$ cat config.mk
export PLATFORM = sky130hd
export DESIGN_NAME = pmem_loader
export DESIGN_NICKNAME = d
export VERILOG_FILES = /design/src/rtl/pmem_loader_pkg.sv /design/src/rtl/pmem_loader_word_packer.sv /design/src/rtl/pmem_loader.sv
export SDC_FILE = /design/constraint.sdc
export NUM_CORES = 1
export LEC_CHECK = 0
export CAP_MARGIN = 20
export CORE_MARGIN = 4
export CORE_UTILIZATION = 57
export CTS_CLUSTER_DIAMETER = 120
export DETAILED_ROUTE_END_ITERATION = 8
export DONT_BUFFER_PORTS = 1
export MAX_ROUTING_LAYER = met4
export PLACE_DENSITY = 0.74
export SLEW_MARGIN = 20
export SYNTH_ARGS = -nofsm -noshare
export SYNTH_HDL_FRONTEND = slang
export SYNTH_SLANG_ARGS = --single-unit
$ cat constraint.sdc
create_clock -name sysclk -period 4.5 [get_ports sysclk]
set_input_delay 0.9 -clock sysclk [delete_from_list [all_inputs] [get_ports sysclk]]
set_output_delay 0.9 -clock sysclk [all_outputs]
set_load 0.01 [all_outputs]
$ cat src/rtl/pmem_loader_pkg.sv
// rtl/pmem_loader_pkg.sv - shared state encoding and helpers for the program-memory loader
package pmem_loader_pkg;

    typedef enum logic [2:0] {
        ST_IDLE   = 3'd0,
        ST_LEN_LO = 3'd1,
        ST_LEN_HI = 3'd2,
        ST_DATA   = 3'd3,
        ST_CHECK  = 3'd4,
        ST_DONE   = 3'd5,
        ST_ERROR  = 3'd6
    } state_t;

    localparam logic [1:0] LANE_LAST = 2'd3;

    // States in which a frame is being received and bytes are accepted.
    function automatic logic is_busy(state_t s);
        return (s == ST_LEN_LO) || (s == ST_LEN_HI) || (s == ST_DATA) || (s == ST_CHECK);
    endfunction

endpackage

$ cat src/rtl/pmem_loader_word_packer.sv
// rtl/pmem_loader_word_packer.sv - packs accepted bytes little-endian into 32-bit words
module word_packer
    import pmem_loader_pkg::*;
(
    input  logic        sysclk,
    input  logic        rst,
    input  logic        clear,
    input  logic [7:0]  byte_data,
    input  logic        byte_valid,
    output logic [31:0] word,
    output logic        word_valid,
    output logic [1:0]  lane
);

    logic [23:0] sr;

    // The first byte of a word shifts down to bits [7:0] by the time the fourth arrives.
    always_ff @(posedge sysclk or posedge rst) begin
        if (rst) begin
            sr         <= '0;
            word       <= '0;
            word_valid <= 1'b0;
            lane       <= '0;
        end else begin
            word_valid <= 1'b0;
            if (clear) begin
                lane <= '0;
            end else if (byte_valid) begin
                sr   <= {byte_data, sr[23:8]};
                lane <= lane + 2'd1;
                if (lane == LANE_LAST) begin
                    word       <= {byte_data, sr};
                    word_valid <= 1'b1;
                end
            end
        end
    end

endmodule

$ cat src/rtl/pmem_loader.sv
// rtl/pmem_loader.sv - framed byte-stream loader for program memory; holds CPU in reset until image verified
module pmem_loader
    import pmem_loader_pkg::*;
#(
    parameter int PMEM_ADDR_WIDTH = 12,
    parameter int LEN_WIDTH       = 16
) (
    input  logic                       sysclk,
    input  logic                       rst,
    input  logic                       start,
    input  logic [7:0]                 rx_data,
    input  logic                       rx_valid,
    output logic                       rx_ready,
    output logic [PMEM_ADDR_WIDTH-1:0] pmem_wr_addr,
    output logic [31:0]                pmem_wr_data,
    output logic [3:0]                 pmem_byte_w_en,
    output logic                       cpu_rst,
    output logic                       busy,
    output logic                       done,
    output logic                       error
);

    localparam logic [LEN_WIDTH:0] MAX_WORDS = (LEN_WIDTH+1)'(1) << PMEM_ADDR_WIDTH;

    state_t                 state;
    state_t                 nxt;
    logic [7:0]             len_lo;
    logic [7:0]             xor_acc;
    logic [LEN_WIDTH-1:0]   len;
    logic [LEN_WIDTH-1:0]   len_in;
    logic [LEN_WIDTH-1:0]   word_cnt;
    logic                   accept;
    logic                   data_accept;
    logic                   word_done;
    logic                   start_take;
    logic [1:0]             lane;
    logic                   word_valid;
    logic [31:0]            word;

    assign accept      = rx_valid && rx_ready;
    assign data_accept = accept && (state == ST_DATA);
    assign word_done   = data_accept && (lane == LANE_LAST);
    assign start_take  = start && ((state == ST_IDLE) || (state == ST_DONE) || (state == ST_ERROR));
    assign len_in      = LEN_WIDTH'({rx_data, len_lo});

    word_packer u_packer (
        .sysclk     (sysclk),
        .rst        (rst),
        .clear      (start_take),
        .byte_data  (rx_data),
        .byte_valid (data_accept),
        .word       (word),
        .word_valid (word_valid),
        .lane       (lane)
    );

    assign pmem_wr_data   = word;
    assign pmem_byte_w_en = {4{word_valid}};

    always_comb begin
        nxt = state;
        case (state)
            ST_IDLE, ST_DONE, ST_ERROR: if (start) nxt = ST_LEN_LO;
            ST_LEN_LO: if (accept) nxt = ST_LEN_HI;
            ST_LEN_HI: if (accept) begin
                if (len_in == '0)                  nxt = ST_CHECK;
                else if ({1'b0, len_in} > MAX_WORDS) nxt = ST_ERROR;
                else                               nxt = ST_DATA;
            end
            ST_DATA: if (word_done && (word_cnt == len - LEN_WIDTH'(1))) nxt = ST_CHECK;
            ST_CHECK: if (accept) nxt = (rx_data == xor_acc) ? ST_DONE : ST_ERROR;
            default: nxt = ST_IDLE;
        endcase
    end

    // Status outputs are registered from the next state so they line up with the state change.
    always_ff @(posedge sysclk or posedge rst) begin
        if (rst) begin
            state        <= ST_IDLE;
            rx_ready     <= 1'b0;
            busy         <= 1'b0;
            done         <= 1'b0;
            error        <= 1'b0;
            cpu_rst      <= 1'b1;
            len_lo       <= '0;
            len          <= '0;
            word_cnt     <= '0;
            xor_acc      <= '0;
            pmem_wr_addr <= '0;
        end else begin
            state    <= nxt;
            rx_ready <= is_busy(nxt);
            busy     <= is_busy(nxt);
            done     <= (nxt == ST_DONE);
            error    <= (nxt == ST_ERROR);
            cpu_rst  <= (nxt != ST_DONE);
            if (start_take) begin
                word_cnt     <= '0;
                xor_acc      <= '0;
                pmem_wr_addr <= '0;
            end
            if (accept && (state == ST_LEN_LO)) len_lo <= rx_data;
            if (accept && (state == ST_LEN_HI)) len <= len_in;
            if (data_accept) xor_acc <= xor_acc ^ rx_data;
            if (word_done) begin
                pmem_wr_addr <= PMEM_ADDR_WIDTH'(word_cnt);
                word_cnt     <= word_cnt + LEN_WIDTH'(1);
            end
        end
    end

endmodule
# == Word level (Yosys, flattened, before mapping) ==
# Index checks and enable logic that the tools add are counted.
# word_totals
register_bits,126
latchBits,0
mem_bits_rw,0
romBits,0
out_inout_bits,53
wordCells,75
memories,0
# op_classes
addsub,3
mul,0
div,0
magnitude_cmp,1
eq_ne,16
shift,0
n_mux,20
n_bitwise,2
reduce_logical,19
# ops
op,count
16-bit two-way mux,2
12-bit two-way mux,2
3-bit two-way mux,7
3-bit == test (second input constant),6
16-bit by 1-bit adder with 16-bit output (second input constant),1
16-bit == test,1
16-bit by 13-bit greater-than comparator with 1-bit output (second input constant),1
16-bit zero test,1
8-bit two-way mux,2
16-bit by 1-bit subtractor with 16-bit output (second input constant),1
3-bit one-hot mux with 5 select lines,1
3-bit by 2-bit == test with 1-bit output (second input constant),4
8-bit == test,1
8-bit XOR,1
1-bit logical AND,7
3-bit by 1-bit == test with 1-bit output (second input constant),2
2-bit two-way mux,3
1-bit logical OR,5
2-bit nonzero test,2
3-bit zero test,1
1-bit two-way mux,3
3-bit != test (second input constant),1
3-bit AND reduction,1
3-bit OR reduction,1
4 further kinds,4

# == Logic depth before layout (Yosys ltp) ==
# logic_depth
ltp_word,10
mapped_depth,11
mapped_depth_nobuf,10

# == Modules after synthesis ==
# Synthesis repeated with hierarchy kept, for this count alone.
# unflattened
cells_unflattened,486
hier_area_um2,5910.7
# modules_own_cells
mod,n_inst,cells_each,area_each_um2,seq_area_each_um2
pmem_loader,1,356,3563.4,1677.9
word_packer,1,130,2347.3,1476.4

# == Worst setup path before layout ==
# OpenSTA, ideal clock, no wires.
# synth_timing
kind,input port to flip-flop
start,in rx_valid
end,reg error
arrival_ns,2.249
t_required_ns,4.420
setup_slack_ns,2.171
cell_stages,9
n_path_buf,1
cell_sequence,nand3b_4 > or2_1 > clkbuf_1 > inv_2 > o2111ai_1 > and4bb_1 > nand4_1 > nor2b_4 > nor3_2
# synth_between
elab_chain_len,7
# synth_lines
element,line_no,text
start: declaration,pmem_loader.sv:12,"input logic rx_valid,"
1-bit logical AND *,pmem_loader.sv:40,assign accept = rx_valid && rx_ready;
1-bit logical AND,pmem_loader.sv:41,assign data_accept = accept && (state == ST_DATA);
1-bit logical AND,pmem_loader.sv:42,assign word_done = data_accept && (lane == LANE_LAST);
1-bit logical AND,pmem_loader.sv:70,ST_DATA: if (word_done && (word_cnt == len - LEN_WIDTH'(1))) nxt = ST_CHECK;
3-bit two-way mux,pmem_loader.sv:70,
3-bit one-hot mux with 5 select lines *,pmem_loader.sv:62,case (state)
3-bit == test *,pmem_loader.sv:95,error <= (nxt == ST_ERROR);
end signal: assignment,pmem_loader.sv:95,
end: declaration,pmem_loader.sv:20,output logic error
# Mark *: on every way between the ends. The rest lies on a longest branch, timed or not.
# A chain may end at the register's enable or synchronous reset.

# == Worst setup path in the final report ==
# layout_timing
start,reg state[2]
end,reg error
# layout_between
elab_chain_len,7
# layout_lines
element,line_no,text
start: declaration,pmem_loader.sv:25,state_t state;
start signal: assignment,pmem_loader.sv:91,state <= nxt;
3-bit by 2-bit == test with 1-bit output,"pmem_loader.sv:41, pmem_loader.sv:62",
1-bit logical AND,pmem_loader.sv:41,
1-bit logical AND,pmem_loader.sv:42,
1-bit logical AND,pmem_loader.sv:70,
3-bit two-way mux,pmem_loader.sv:70,
3-bit one-hot mux with 5 select lines *,pmem_loader.sv:62,
3-bit == test *,pmem_loader.sv:95,
# Marks and branches as above.

==> results.toml <==
[status]
status = "completed"

[layout]
diodes = 0
drive_gt1_frac = 0.1240
final.fill_count = 810
post-route-util = 0.6559
syn2layout_area_growth_pct = 10.20
fin_nets = 639

[setup_path]
crit_type = "flop to flop"
rrSetupSlack_ns = 1.54
worst_setup_path_end_kind = "flop"
arrival_ns = 3.41
cp_data_required_time_ns = 4.95
path_max_fanout = 53
reg2regPathDepth = 8
regToRegEndpoint = "error$_DFF_PP0_"
reg2reg_from = "state[2]$_DFF_PP0_"
cp-start-kind = "flop"

[route]
vias = 4443
drc_errors = 0
drtPass1Iterations = 5
drt_iter0_markers = 420
wl_per_cell_um = 16.73
drtAntennaViolNets = 0
wirelength_um = 12880
viasPerCell = 5.770

[placement]
gp_congestion = 0.8981
dpl.hpwl_um = 8533
port_buffers = 0

[logic_synthesis]
yosysTopAreaCellShare = 0.5280
yosys-top-cells-count = "227 x nand2_1, 125 x dfrtp_1, 35 x nand3_1"
synth_fp_nets = 651
ys_async_sr_fraction = 1.000
synth_top_cell_by_area = "dfrtp_1"
synth-edff-count = 0
synth_cells = 636
ys_types = 59
synth_ff_type = "dfrtp_1"
synthTopCellsByArea = "dfrtp_1 53%, nand2_1 14%, mux2_2 4.2%"
yosysMostFrequentCell = "nand2_1"
syn-cell-area_sq_um = 5924
synth_seq_cells = 126
ys_seq_area_frac = 0.5324
syn_area_per_cell_sq_um = 9.315
ys_warn_count = 0

[power_and_ir_drop]
power_switching_share = 0.3492
combPwrFrac = 0.241
p_leak_nw = 3.205
p_clk_frac = 0.324
seq_power_share = 0.435
p_int_w = 0.002537
p_total_w = 0.003899
peakVddDrop_v = 0.0003385
p_sw_w = 0.001362
p_per_area_nw_per_um2 = 597.2

[clock_tree]
cts_setup_buffers = 0
postCtsHoldBufs = 0
root_buffer = "clkbuf_8"
clkTransAtPathRegs_ns = 0.06
cts_buffer_depth = 2
cts_tree = "built"
clk_latency_ns = 0.52
htreeDepth = 4
cts_resized = 0
clkSinkCount = 126
cts-buffers-inserted = 17

[floorplan]
die-width_um = 110.0
rows = 36
die_y_um = 110.0
dieArea_sq_um = 12090
num_io_pins = 65
start_util = 0.5951
coreArea_sq_um = 9955

[job]
maxCapViolCount = 0

[global_routing]
grt_max_degree = 74
gr-usage-all-layers = 0.2440
antenna_found_initial = 0
overflow = 0
grt_pass1_vias = 4442
grt_pass1_wl_um = 22110

[sta]
finalMaxSlewViolations = 0
hold_viol = 0
period_share = 0.6579
clock_skew_ns = 0.006709
fin_crit_ns = 2.961
max_freq_mhz = 337.8
setup_viol = 0
setup_tns_ns = 0
rsz0062_at_grt = "false"
hold_slack_ns = 0.4384
slew_headroom = 0.3181
tightest_slew_ns = 1.023

[hold_path]
min_path_type = "primary input to async pin"
-- power groups by stage --
stage	registers (W)	logic (W)	clock network, W
2_1_floorplan	0.00157	0.000846	0
3_3_place_gp	0.00169	0.000889	0
4_1_cts	0.00169	0.000934	0.00128
5_1_grt	0.00173	0.00105	0.00134
6_report	0.00170	0.000939	0.00126
3_5_place_dp	0.00170	0.000927	0
-- per-layer routing --
metal	share of wire	up-vias	track usage
met1	0.46	2182	0.3172
met4	0.020	0	0.09083
li1	-	2101	-
met3	0.063	25	0.06812
met2	0.46	135	0.3666
met5	0	-	-
-- cells by family (layout without fill, tap and decap cells) --
family,count (synthesis),count (layout),share of synthesized area
adder cells (fa/ha/maj),4,4,0.008026
multiplexers,27,27,0.05048
AND/OR/NAND/NOR,341,341,0.2617
buffers and inverters,43,44,0.03316
flip-flops,126,126,0.5324
XOR/XNOR,34,34,0.05026
AO/OA/AOI/OAI,61,61,0.06399
-- cell usage in the layout (no fill, tap or decap), types with 2 or more instances in the layout --
master      instances
or4_4               2
a22oi_1             2
nor3_2              2
o21ai_0            33
ha_1                3
inv_1               3
a31oi_1             4
o211ai_1            3
nand3_1            35
dfrtp_1           125
nor4_1              6
clkinv_2            3
nand2_1           227
inv_6               2
inv_2               2
nand4_1            11
nor2b_1             3
a21oi_1             4
mux2_2             22
clkinv_4            4
xor2_1             20
and2_1              4
nor3_1              2
nor3b_1             2
and3_1              6
xnor2_1            14
buf_4               6
mux2i_1             4
clkbuf_16          16
o21ai_1             2
clkinvlp_4          4
nor2_1             23
or3_1               5
-- critical path: stages, from the launching register on --
cell and delay, ns:
dfrtp_1 0.49, nand3b_4 0.24, or2_2 0.70, inv_2 0.43
o2111ai_1 0.18, and4bb_1 0.30, nand4_1 0.18, nor2b_4 0.20
nor3_2 0.15
-- sequential cells by signal, indices dropped and copies added, names as in the netlist --
register	count
u_packer.lane	2
pmem_wr_addr	12
done	1
word_cnt	16
error	1
u_packer.sr	24
len_lo	8
len	16
u_packer.word_valid	1
state	3
cpu_rst	1
xor_acc	8
busy	1
u_packer.word	32
-- layout make-up --
| cell class | count | area, sq um | area share |
|---|---|---|---|
| inverter | 6 | 25.02 | 0.003833 |
| clock buffer | 17 | 414.1 | 0.06343 |
| timing repair buffer | 6 | 45.04 | 0.006899 |
| sequential | 126 | 3154 | 0.4831 |
| multi-input combinational | 467 | 2585 | 0.3959 |
| tap | 133 | 166.4 | 0.02549 |
| clock inverter | 15 | 138.9 | 0.02127 |
-- worst max-delay path by stage --
stage                            endpoint          startpoint  cells past startpoint  slack, ns
after floorplan            busy$_DFF_PP0_                 rst                      1       0.25
after global placement    error$_DFF_PP0_            rx_valid                      8       1.38
after detailed placement  error$_DFF_PP0_            rx_valid                      8       1.28
after CTS                 error$_DFF_PP0_  state[2]$_DFF_PP0_                      8       1.55
after global routing      error$_DFF_PP0_  state[2]$_DFF_PP0_                      8       1.40
final                     error$_DFF_PP0_  state[2]$_DFF_PP0_                      8       1.54
-- metrics by stage --
stage	std cells	instance area [sq um]	setup WS (ns)
after detailed placement	738	5976	1.284
after CTS	770	6529	1.553
after global placement	738	5976	1.381
after global routing	770	6529	1.396
final	770	6529	1.539
after floorplan	636	5924	0.2457
No activity file was read; power rests on OpenSTA's default activity.
